<file path="src/rtl/uart_rx_os_if.sv">
// Receiver-side bus for uart_rx_os: serial line in, parallel byte and status strobes out.
interface uart_rx_os_if #(
    parameter int DATA_BITS = 8
);
    logic                 rx_i;
    logic [DATA_BITS-1:0] data_o;
    logic                 valid_o;
    logic                 frame_err_o;
    logic                 busy_o;

    modport slave  (input  rx_i, output data_o, output valid_o, output frame_err_o, output busy_o);
    modport master (output rx_i, input  data_o, input  valid_o, input  frame_err_o, input  busy_o);
endinterface

</file>
<file path="src/rtl/uart_rx_os.sv">
// Oversampling UART receiver: 1 start, DATA_BITS data (LSB first), 1 stop, no parity.
// Every bit is sampled at its middle, using the same CLKS_PER_BIT count as the transmitter.
module uart_rx_os #(
    parameter int CLKS_PER_BIT = 16,
    parameter int DATA_BITS    = 8
) (
    input  logic         clk,
    input  logic         rst,
    uart_rx_os_if.slave  bus
);
    localparam int CW = (CLKS_PER_BIT > 2) ? $clog2(CLKS_PER_BIT) : 1;
    localparam int IW = $clog2(DATA_BITS);
    localparam logic [CW-1:0] HALF = CW'(CLKS_PER_BIT / 2 - 1);
    localparam logic [CW-1:0] LAST = CW'(CLKS_PER_BIT - 1);
    localparam logic [IW-1:0] LAST_BIT = IW'(DATA_BITS - 1);

    typedef enum logic [2:0] {IDLE, START, DATA, STOP, BRK} state_t;

    state_t               r_state;
    logic [1:0]           r_sync;
    logic [CW-1:0]        r_cnt;
    logic [IW-1:0]        r_idx;
    logic [DATA_BITS-1:0] r_shift;
    logic [DATA_BITS-1:0] r_data;
    logic                 r_valid;
    logic                 r_ferr;
    logic                 r_busy;
    logic                 w_rx_s;

    assign w_rx_s = r_sync[1];

    always_ff @(posedge clk) begin
        if (rst) begin
            r_state <= IDLE;
            r_sync  <= 2'b11;
            r_cnt   <= '0;
            r_idx   <= '0;
            r_shift <= '0;
            r_data  <= '0;
            r_valid <= 1'b0;
            r_ferr  <= 1'b0;
            r_busy  <= 1'b0;
        end else begin
            r_sync  <= {r_sync[0], bus.rx_i};
            r_valid <= 1'b0;
            r_ferr  <= 1'b0;
            r_cnt   <= r_cnt + 1'b1;
            case (r_state)
                IDLE: begin
                    if (!w_rx_s) begin
                        r_state <= START;
                        r_cnt   <= '0;
                        r_busy  <= 1'b1;
                    end
                end
                START: begin
                    // A start bit that has gone high again by mid-bit is treated as noise.
                    if (r_cnt == HALF) begin
                        r_cnt <= '0;
                        if (!w_rx_s) begin
                            r_state <= DATA;
                            r_idx   <= '0;
                        end else begin
                            r_state <= IDLE;
                            r_busy  <= 1'b0;
                        end
                    end
                end
                DATA: begin
                    if (r_cnt == LAST) begin
                        r_cnt   <= '0;
                        r_shift <= {w_rx_s, r_shift[DATA_BITS-1:1]};
                        if (r_idx == LAST_BIT) begin
                            r_state <= STOP;
                        end else begin
                            r_idx <= r_idx + 1'b1;
                        end
                    end
                end
                STOP: begin
                    // Leaving at mid stop bit leaves half a bit to catch an immediate next start.
                    if (r_cnt == LAST) begin
                        r_cnt <= '0;
                        if (w_rx_s) begin
                            r_data  <= r_shift;
                            r_valid <= 1'b1;
                            r_state <= IDLE;
                            r_busy  <= 1'b0;
                        end else begin
                            r_ferr  <= 1'b1;
                            r_state <= BRK;
                        end
                    end
                end
                BRK: begin
                    if (w_rx_s) begin
                        r_state <= IDLE;
                        r_cnt   <= '0;
                        r_busy  <= 1'b0;
                    end
                end
                default: begin
                    r_state <= IDLE;
                    r_cnt   <= '0;
                    r_busy  <= 1'b0;
                end
            endcase
        end
    end

    assign bus.data_o      = r_data;
    assign bus.valid_o     = r_valid;
    assign bus.frame_err_o = r_ferr;
    assign bus.busy_o      = r_busy;
endmodule

</file>
<file path="src/flat_wrapper.sv">
// flat-port wrapper written by rule: the top's interface ports become plain ports
module uart_rx_os_flat 
#(
    parameter int CLKS_PER_BIT = 16,
    parameter int DATA_BITS    = 8
)
  (clk, rst, bus_rx_i, bus_data_o, bus_valid_o, bus_frame_err_o, bus_busy_o);
  uart_rx_os_if #(.DATA_BITS(DATA_BITS)) bus_i ();
  input  logic clk;
  input  logic rst;
  input wire logic [$bits(bus_i.rx_i)-1:0] bus_rx_i;
  output wire logic [$bits(bus_i.data_o)-1:0] bus_data_o;
  output wire logic [$bits(bus_i.valid_o)-1:0] bus_valid_o;
  output wire logic [$bits(bus_i.frame_err_o)-1:0] bus_frame_err_o;
  output wire logic [$bits(bus_i.busy_o)-1:0] bus_busy_o;
  assign bus_i.rx_i = bus_rx_i;
  assign bus_data_o = bus_i.data_o;
  assign bus_valid_o = bus_i.valid_o;
  assign bus_frame_err_o = bus_i.frame_err_o;
  assign bus_busy_o = bus_i.busy_o;
  uart_rx_os #(.CLKS_PER_BIT(CLKS_PER_BIT), .DATA_BITS(DATA_BITS)) u_core (.clk(clk), .rst(rst), .bus(bus_i));
endmodule
</file>
<file path="config.mk">
export PLATFORM = sky130hd
export DESIGN_NAME = uart_rx_os_flat
export DESIGN_NICKNAME = d
export VERILOG_FILES = /design/src/rtl/uart_rx_os_if.sv /design/src/rtl/uart_rx_os.sv /design/src/flat_wrapper.sv
export SDC_FILE = /design/constraint.sdc
export NUM_CORES = 1
export LEC_CHECK = 0
export BUFFER_PORTS_ARGS = -buffer_cell sky130_fd_sc_hd__buf_4
export CORE_MARGIN = 10
export CORE_UTILIZATION = 40
export DETAILED_ROUTE_END_ITERATION = 10
export SLEW_MARGIN = 20
export SYNTH_ARGS = -nofsm -noshare
export SYNTH_HDL_FRONTEND = slang
export SYNTH_SLANG_ARGS = --single-unit
</file>
<file path="constraint.sdc">
create_clock -name clk -period 2.1 [get_ports clk]
set_clock_uncertainty 0.15 [all_clocks]
set_input_delay 0.315 -clock clk [delete_from_list [all_inputs] [get_ports clk]]
set_output_delay 0.315 -clock clk [all_outputs]
set_load 0.05 [all_outputs]
</file>
; ---- After elaboration in Yosys (flattened, before gate mapping)
; Cells that the tools add are included.
[word_totals]
ff_bits = 31
[classes]
addsub = 2
eq_ne = 15
muxes = 26
bitwise = 3
reduce_logical = 9
[ops]
columns = cell, count
row1 = 2-to-1 mux 3 bit, 11
row2 = 2-to-1 mux 4 bit, 4
row3 = case mux 4 bit (4 select lines), 1
row4 = case mux 3 bit (5 select lines), 1
row5 = "!= test 2 x 1 -> 1 bit, second input constant", 5
row6 = "equality test 3 x 2 -> 1 bit, second input constant", 2
row7 = "equality test 3 bit, second input constant", 2
row8 = 2-to-1 mux 1 bit, 6
row9 = "!= test 2 bit, second input constant", 3
row10 = case mux 3 bit (2 select lines), 1
row11 = AND reduction 6 bit, 1
row12 = case mux 1 bit (5 select lines), 1
row13 = AND reduction 5 bit, 1
row14 = "adder 4 x 1 -> 4 bit, second input constant", 1
row15 = "equality test 4 x 3 -> 1 bit, second input constant", 1
row16 = "equality test 4 bit, second input constant", 1
row17 = AND reduction 4 bit, 1
row18 = "adder 3 x 1 -> 3 bit, second input constant", 1
row19 = "equality test 3 x 1 -> 1 bit, second input constant", 1
row20 = zero test 3 bit, 1
row21 = inverter 1 bit, 3
row22 = AND reduction 3 bit, 1
row23 = OR reduction 3 bit, 1
row24 = 2-to-1 mux 2 bit, 1
row25 = 3 further kinds, 3

; ---- Longest topological paths before layout
; Gate-level depths: netlist of run 1.
[depth]
depth_word = 4
ltp_mapped = 6

; ---- Least setup slack after synthesis of run 1
; OpenSTA, ideal clock, no wires.
[synth_path]
path_kind = flip-flop to flip-flop
startpoint = register u_core.r_cnt[0]
endpoint = register u_core.r_state[0]
arrival_ps = 1435
required_time_ps = 1829
slack_ps = 394
stages_incl_launch_ff = 6
path_buffers = 0
path_cell_list = dfxtp_1 ha_1 nand3b_1 a32o_1 a21oi_2 mux2_2
[synth_between]
elab_chain_cells = 3
[synth_rtl]
columns = element, line_no
row1 = "start, declared", uart_rx_os.sv:21  ; logic [CW-1:0] r_cnt;
row2 = "start signal, assigned", uart_rx_os.sv:47  ; r_cnt <= r_cnt + 1'b1;
row3 = equality test 4 bit or equality test 4 x 3 -> 1 bit (tied branches), "uart_rx_os.sv:70, uart_rx_os.sv:82, uart_rx_os.sv:58"
row4 = != test 2 x 1 -> 1 bit (no source line), -
row5 = AND reduction 6 bit (no source line) *, -
row6 = "end signal, assigned", uart_rx_os.sv:74  ; r_state <= STOP;
row7 = "end signal, assigned", uart_rx_os.sv:87  ; r_state <= IDLE;
row8 = "end signal, assigned", uart_rx_os.sv:91  ; r_state <= BRK;
row9 = "end, declared", uart_rx_os.sv:19  ; state_t r_state;
; Mark *: on every way between the ends. The rest lies on a longest branch, timed or not.
; A chain may end at the register's enable or synchronous reset.

; ---- Worst setup path in the final report of run 1
; Ends and elaborated chain as after synthesis.

==> tab_implementation.tex, run 1 <==
\begin{tabular}{lr}
\hline
Metric & Value \\
\hline
\multicolumn{2}{l}{\textbf{Floorplanning}} \\
Width of the die & 77.3 um \\
Placeable Area & between 3000 and 4000 um2 \\
Site row count & 20 \\
\# IOs & 14 \\
Vertical die dimension & 77.3 um \\
Initial Utilization & 42.3\% \\
Die area & 5970 um2 \\
\multicolumn{2}{l}{\textbf{Setup path}} \\
Stage delay of the slowest cell on the critical path & 0.37 ns \\
Slowest stage cell, crit path & sky130\_fd\_sc\_hd\_\_dfxtp\_1 \\
CP Cell Sequence & ha\_1 -> and3\_2 -> o21ai\_0 -> a21oi\_2 -> mux2\_2 \\
Crit path buffers/inverters & 0 \\
Signal arrival time at the worst endpoint & 1.90 ns \\
R2r setup slk & 0.26 ns \\
Kind of launch point of the worst setup path & flop \\
Required time of the worst setup path & 2.17 ns \\
Crit path capture type & flop \\
CP max FO & 5 \\
Class of the most critical setup path & flop to flop \\
Top Family by Delay on Critical Path & flip-flops \\
\multicolumn{2}{l}{\textbf{Global route}} \\
Global-route wire length before repair & 3.96 mm \\
Vias in the first global route & 892 \\
Congestion Overflow GR & 0 \\
Initial antenna violation count & 0 \\
Largest net degree at the start of global routing & 31 \\
Global-route usage over all layers & 8.27\% \\
\multicolumn{2}{l}{\textbf{Timing}} \\
Post-route clock period utilization & 87.5\% \\
Setup-failing EPs final & 0 \\
Fmax & 544 MHz \\
Worst max-slew margin expressed relative to the limit & between 60\% and 70\% \\
Max-slew violations & 0 \\
Sum Neg Setup Slack & 0 ns \\
Final hold violation count & 0 \\
Setup repair after global routing missed its margin & no \\
Minimum clock period & between 1.5 and 2 ns \\
Worst slew pin tran & 0.466 ns \\
\multicolumn{2}{l}{\textbf{Layout}} \\
Commonest cells after routing, fill and taps aside & sky130\_fd\_sc\_hd\_\_dfxtp\_1, sky130\_fd\_sc\_hd\_\_nor2\_1, sky130\_fd\_sc\_hd\_\_mux2i\_1 \\
Leading cell type in the layout, fill and taps excluded & sky130\_fd\_sc\_hd\_\_dfxtp\_1 \\
Layout Area Growth over Synthesis & 16.7\% \\
Total Nets Final & 152 \\
Ratio of cells with drive above 1 in the final layout & roughly 22\% \\
Number of non-filler instances in the completed layout & 190 \\
Final antenna diode count & 0 \\
Total of fill cells in the finished design & 312 \\
\multicolumn{2}{l}{\textbf{Placed design}} \\
Placer Congestion & $\sim$0.75 \\
Detail Placement HPWL & 1.68 mm \\
Instance count after placement with tap cells included & 182 \\
Quantity of I/O buffers inserted on ports & 13 \\
\multicolumn{2}{l}{\textbf{Logic synthesis}} \\
Cell area after synthesis & 1310 um2 \\
Count of distinct cell types in the synthesized netlist & 35 \\
Sequential cell area fraction in the yosys report & 47.3\% \\
Net count of the mapped netlist & 135 \\
Yosys warns & 0 \\
Number of instances in the synthesized netlist & $\sim$130 \\
Count of flip-flops with a built-in enable after synthesis & 0 \\
Flip-flop cell with the highest count after synthesis & sky130\_fd\_sc\_hd\_\_dfxtp\_1 \\
Synthesized area per cell & 10.2 um2 \\
Async set-or-reset flop fraction in the synthesized netlist & 0\% \\
Number of synthesized register bits & 31 \\
\multicolumn{2}{l}{\textbf{Clocking}} \\
Buffer levels on the longest clock path & 2 \\
Number of H-tree levels & 2 \\
Number of buffers created by CTS & 5 \\
Root Buffer Master & sky130\_fd\_sc\_hd\_\_clkbuf\_4 \\
Clock tree from TritonCTS & built \\
Number of sinks handled by clock tree synthesis & 31 \\
Latest clock arrival within the worst-skew pair & 0.32 ns \\
Post-CTS sizing & 0 \\
Clk slew on worst S/H paths & 0.09 ns \\
\multicolumn{2}{l}{\textbf{Power and ir drop}} \\
Worst IR drop on VDD & 0.405 mV \\
Int Power & 958 uW \\
Power density relative to cell area & 864 nW/um2 \\
Fraction of power consumed by sequential logic & 52.2\% \\
Leak & between 0.5 and 0.6 nW \\
Switching power of the nets & 365 uW \\
Combinational cell fraction of total power & 15.0\% \\
Clock network fraction of total power & between 30\% and 40\% \\
Fraction of power spent switching nets & 27.6\% \\
\multicolumn{2}{l}{\textbf{Route}} \\
Via Count & 934 \\
Vias/cell & 4.92 \\
Mean routed wirelength per cell & 12.2 um \\
Number of antenna-violating nets in the routed design & 0 \\
Wire length after detailed routing & 2.32 mm \\
DRC errors left & 0 \\
Iteration-0 DRC Markers & 32 \\
Detailed-router iteration count before antenna repair & 6 \\
\multicolumn{2}{l}{\textbf{Flow run}} \\
Max Cap Viol & 0 \\
\multicolumn{2}{l}{\textbf{Worst hold path}} \\
Path class of the lowest-slack min-delay path & input port to flop \\
\multicolumn{2}{l}{\textbf{Outcome}} \\
Result of the run & finished, final reports clean \\
\hline
\end{tabular}
-- cell usage after synthesis (3+ instances only) --
| cell type | n | share of area (%) |
|---|---|---|
| sky130_fd_sc_hd__dfxtp_1 | 31 | 47 |
| sky130_fd_sc_hd__nor2_1 | 26 | 7.4 |
| sky130_fd_sc_hd__mux2i_1 | 17 | 13 |
| sky130_fd_sc_hd__nor3_1 | 5 | 1.9 |
| sky130_fd_sc_hd__buf_2 | 3 | 1.1 |
| sky130_fd_sc_hd__ha_1 | 3 | 2.9 |
| sky130_fd_sc_hd__nand2_1 | 3 | 0.86 |
| sky130_fd_sc_hd__xor2_1 | 3 | 2.0 |
-- worst register-to-register path: cells and delay by family (launching register included) --
| family | cells | cell delay, ns |
|---|---|---|
| DFF | 1 | 0.37 |
| muxes | 1 | 0.35 |
| adders and majority gates | 1 | 0.30 |
| AOI/OAI and AO/OA | 2 | 0.33 |
| and+or+nand+nor | 1 | 0.24 |
-- registers in the layout, indices dropped and copies added, names as in the netlist --
name and flops:
u_core.bus.data_o 8, u_core.bus.valid_o 1, u_core.bus.frame_err_o 1, u_core.r_idx 3, u_core.r_shift 8, u_core.r_cnt 4, u_core.r_sync 2, u_core.bus.busy_o 1
u_core.r_state 3
-- power groups by stage --
stage | Clock (mW) | Sequential, mW | Combinational [mW]
6_report | 0.433 | 0.690 | 0.199
5_1_grt | 0.470 | 0.702 | 0.226
4_1_cts | 0.451 | 0.690 | 0.200
3_5_place_dp | 0 | 0.704 | 0.199
3_3_place_gp | 0 | 0.701 | 0.196
2_1_floorplan | 0 | 0.669 | 0.207
-- stage by stage --
step | hold WS (ns) | power (mW) | util, % | setup slack [ns] | instance area (um2)
after floorplan | 0.239 | 0.876 | - | 0.394 | 1310
after global placement | 0.246 | 0.897 | 46.7 | 0.323 | 1450
after detailed placement | 0.250 | 0.903 | 46.7 | 0.267 | 1450
after CTS | 0.00287 | 1.34 | 49.0 | 0.251 | 1520
after global routing | 0.202 | 1.40 | 49.3 | 0.145 | 1530
final | 0.198 | 1.32 | 49.3 | 0.263 | 1530
-- area by class of cell --
type / instances / area [um2] / share of cell area [%]
clock buffers: 6 / 41.3 / 2.70
clock inverters: 1 / 30.0 / 1.96
inverters: 1 / 3.75 / 0.245
multi-input cells: 90 / 649 / 42.4
flip-flops and latches: 31 / 621 / 40.6
well taps: 44 / 55.1 / 3.60
repair buffers: 17 / 130 / 8.50
-- metal layers --
layer  track usage, %  up-vias  wire (um)
li1                 -      478          -
met1             8.96      432       1040
met2             13.2       20       1110
met3             2.68        4        123
met4             6.02        0         51
met5                0        -          0
-- path summary, 6_finish.rpt --
| check | startpoint | end | cells past startpoint |
|---|---|---|---|
| worst min register to register | u_core.r_sync[0]$_SDFF_PP1_ | u_core.r_sync[1]$_SDFF_PP1_ | 1 |
| worst max-delay path | u_core.r_cnt[0]$_SDFF_PP0_ | u_core.r_state[0]$_SDFFE_PP0P_ | 5 |
| worst max register to register | u_core.r_cnt[0]$_SDFF_PP0_ | u_core.r_state[0]$_SDFFE_PP0P_ | 5 |
| worst min-delay path | rst | u_core.r_shift[5]$_SDFFE_PP0P_ | 2 |
-- what timing repair did --
action	CTS	global route
setup buffers	0	0
hold endpoints to repair	0	1
hold buffers	0	1
-- cell families after synthesis --
family / synth area share (%)
AND/OR/NAND/NOR: 20.9
flip-flops: 47.3
multiplexers: 14.7
AO/OA/AOI/OAI: 6.97
buffers and inverters: 3.15
XOR/XNOR: 3.34
adder cells (fa/ha/maj): 3.63
Note: power is estimated with default switching activity, not from simulation.
==> run 2: changes to the inputs <==
Settings changed: CELL_PAD_IN_SITES_DETAIL_PLACEMENT set to 0, CELL_PAD_IN_SITES_GLOBAL_PLACEMENT set to 1, PLACE_DENSITY_LB_ADDON set to 0.1, RECOVER_POWER set to 100.
==> run 2 against run 1 <==
Cell count fell by 0.53%. Non-clock buffer count fell by 1. Largest power group unchanged. Via count fell by 1.9%. Die area did not move. Design area fell by 5.6%. Hold slack got worse by 0.0018 ns. Critical path type unchanged. Sequential share of layout area rose by 2.4 points. Wire length rose by 1.9%.
==> tab_implementation.tex, run 2 (same netlist as run 1, synthesis figures left out) <==
\begin{tabular}{lr}
\hline
Metric & Value \\
\hline
\multicolumn{2}{l}{\textbf{Setup path}} \\
Crit path depth & 6 (+1) \\
Critical path origin & u\_core.r\_cnt[0]\$\_SDFF\_PP0\_ \\
R2r setup slk & 0.20 ns (-0.06 ns) \\
Endpoint of the lowest-slack register-to-register path & u\_core.bus.data\_o[1]\$\_SDFFE\_PP0P\_ \\
Crit path capture type & flop \\
Required time of the worst setup path & 2.16 ns (about the same) \\
Top Family by Delay on Critical Path & simple AND/OR/NAND/NOR gates \\
Startpoint of the worst register-to-register path & u\_core.r\_cnt[0]\$\_SDFF\_PP0\_ \\
Class of the most critical setup path & flop to flop \\
Slowest stage cell, crit path & sky130\_fd\_sc\_hd\_\_dfxtp\_1 \\
Kind of launch point of the worst setup path & flop \\
FF-to-FF path depth & 6 (+1) \\
Signal arrival time at the worst endpoint & 1.96 ns (+0.06 ns) \\
Critical path capture point & u\_core.bus.data\_o[1]\$\_SDFFE\_PP0P\_ \\
CP max FO & 8 (+3) \\
Stage delay of the slowest cell on the critical path & 0.37 ns (about the same) \\
Crit path buffers/inverters & 1 (+1) \\
CP Cell Sequence & ha\_1 -> nand3\_1 -> nor3\_4 -> clkbuf\_2 -> mux2i\_1 -> nor2\_1 \\
\multicolumn{2}{l}{\textbf{Timing}} \\
Setup-failing EPs final & 0 (unchanged) \\
Max-slew violations & 0 (unchanged) \\
Worst slew pin tran & 0.615 ns (+0.149 ns) \\
Fmax & 527 MHz (-3.2\%) \\
Minimum clock period & 1.90 ns (+0.0608 ns) \\
Sum Neg Setup Slack & 0 ns (unchanged) \\
Post-route clock period utilization & 90.4\% (+2.9 points) \\
Final hold violation count & 0 (unchanged) \\
Worst max-slew margin expressed relative to the limit & 59.2\% (-9.7 points) \\
Setup repair after global routing missed its margin & no \\
\multicolumn{2}{l}{\textbf{Floorplanning}} \\
Initial Utilization & 42.3\% (unchanged) \\
\# IOs & 14 (unchanged) \\
Placeable Area & 3100 um2 (unchanged) \\
Die area & 5970 um2 (unchanged) \\
Width of the die & 77.3 um (unchanged) \\
Vertical die dimension & 77.3 um (unchanged) \\
Site row count & 20 (unchanged) \\
\multicolumn{2}{l}{\textbf{Global route}} \\
Vias in the first global route & 882 (-1.1\%) \\
Global-route wire length before repair & 4.21 mm (+6.3\%) \\
Global-route usage over all layers & 8.72\% (+0.45 points) \\
Largest net degree at the start of global routing & 31 (unchanged) \\
Congestion Overflow GR & 0 (unchanged) \\
Initial antenna violation count & 0 (unchanged) \\
\multicolumn{2}{l}{\textbf{Route}} \\
DRC errors left & 0 (unchanged) \\
Mean routed wirelength per cell & 12.5 um (+2.5\%) \\
Detailed-router iteration count before antenna repair & 3 (-3) \\
Iteration-0 DRC Markers & 45 (+41\%) \\
Number of antenna-violating nets in the routed design & 0 (unchanged) \\
Wire length after detailed routing & 2.37 mm (+1.9\%) \\
Vias/cell & 4.85 (-1.4\%) \\
Via Count & 916 (-1.9\%) \\
\multicolumn{2}{l}{\textbf{Clocking}} \\
Number of H-tree levels & 2 (unchanged) \\
Clock tree from TritonCTS & built \\
Number of buffers created by CTS & 5 (unchanged) \\
Post-CTS setup buffer count & 0 (unchanged) \\
Root Buffer Master & sky130\_fd\_sc\_hd\_\_clkbuf\_4 \\
Latest clock arrival within the worst-skew pair & 0.34 ns (+0.02 ns) \\
Number of sinks handled by clock tree synthesis & 31 (unchanged) \\
Buffer levels on the longest clock path & 2 (unchanged) \\
Clk slew on worst S/H paths & 0.11 ns (+0.02 ns) \\
\multicolumn{2}{l}{\textbf{Power and ir drop}} \\
Worst IR drop on VDD & 0.414 mV (+2.4\%) \\
Power density relative to cell area & 854 nW/um2 (-1.2\%) \\
Leak & 0.524 nW (-10\%) \\
\multicolumn{2}{l}{\textbf{Placed design}} \\
Quantity of I/O buffers inserted on ports & 13 (unchanged) \\
Detail Placement HPWL & 1.63 mm (-3.1\%) \\
Placer Congestion & 0.715 (-4.6\%) \\
\multicolumn{2}{l}{\textbf{Layout}} \\
Total of fill cells in the finished design & 333 (+6.7\%) \\
Layout Area Growth over Synthesis & 10.2\% \\
Commonest cells after routing, fill and taps aside & sky130\_fd\_sc\_hd\_\_dfxtp\_1, sky130\_fd\_sc\_hd\_\_nor2\_1, sky130\_fd\_sc\_hd\_\_mux2i\_1 \\
Total Nets Final & 151 (-0.66\%) \\
Ratio of cells with drive above 1 in the final layout & 13.1\% (-8.8 points) \\
Final core area utilization & 46.6\% (-2.7 points) \\
Leading cell type in the layout, fill and taps excluded & sky130\_fd\_sc\_hd\_\_dfxtp\_1 \\
Final antenna diode count & 0 (unchanged) \\
\multicolumn{2}{l}{\textbf{Flow run}} \\
Max Cap Viol & 0 (unchanged) \\
\multicolumn{2}{l}{\textbf{Worst hold path}} \\
Path class of the lowest-slack min-delay path & input port to flop \\
\multicolumn{2}{l}{\textbf{Outcome}} \\
Result of the run & finished, final reports clean \\
\hline
\end{tabular}
## run 2: cell count changes in the layout (fill, tap and decap cells not counted), sizes merged
cell	before	now
bufinv	1	0
clkinv	0	1
buf	16	1
clkbuf	6	20
## run 2: metrics by stage
| stage | worst slack, ns | cell area, um2 | instances | power, mW | hold WS [ns] |
|---|---|---|---|---|---|
| floorplan | 0.394 | 1310 | 129 | 0.876 | 0.239 |
| global placement | 0.315 | 1440 | 181 | 0.901 | 0.242 |
| detailed placement | 0.288 | 1440 | 181 | 0.904 | 0.243 |
| CTS | 0.248 | 1510 | 189 | 1.27 | 0.187 |
| global route | 0.0498 | 1450 | 189 | 1.32 | 0.193 |
| finish | 0.202 | 1450 | 189 | 1.23 | 0.196 |
## run 2: power breakdown
part / switching [mW] / internal [mW] / leakage (nW)
clock network: 0.199 / 0.155 / 0.0341
logic: 0.109 / 0.0832 / 0.239
registers: 0.0636 / 0.625 / 0.251
## run 2: what timing repair did
item | CTS | global route
hold buffers | 1 | 0
hold endpoints to repair | 1 | 0
gates resized for setup | 0 | 0
## run 2: how the worst min path moves through the flow
| stage | start | end | slack (ns) | cells past startpoint |
|---|---|---|---|---|
| floorplan | u_core.r_sync[0]$_SDFF_PP1_ | u_core.r_sync[1]$_SDFF_PP1_ | 0.24 | 1 |
| CTS | rst | u_core.bus.busy_o$_SDFFE_PP0P_ | 0.19 | 2 |
| global placement | u_core.r_sync[0]$_SDFF_PP1_ | u_core.r_sync[1]$_SDFF_PP1_ | 0.24 | 1 |
| detailed placement | u_core.r_sync[0]$_SDFF_PP1_ | u_core.r_sync[1]$_SDFF_PP1_ | 0.24 | 1 |
| global route | rst | u_core.bus.data_o[3]$_SDFFE_PP0P_ | 0.19 | 2 |
| finish | rst | u_core.bus.busy_o$_SDFFE_PP0P_ | 0.20 | 2 |
## run 2: layout make-up
class | count | area (um2) | share of cell area, %
Timing Repair Buffer | 16 | 76.3 | 5.28
Sequential cell | 31 | 621 | 42.9
Clock buffer | 6 | 51.3 | 3.55
Clock inverter | 1 | 5.00 | 0.346
Multi-Input combinational cell | 90 | 633 | 43.8
Tap cell | 44 | 55.1 | 3.81
Inverter | 1 | 3.75 | 0.260
## run 2: layer usage
| layer | GRT usage, % | wire [um] | part of all wire (%) |
|---|---|---|---|
| met1 | 10.6 | 1230 | 52 |
| met2 | 11.9 | 946 | 40 |
| met3 | 4.55 | 130 | 5.5 |
| met4 | 4.93 | 57 | 2.4 |
| met5 | 0 | 0 | 0 |
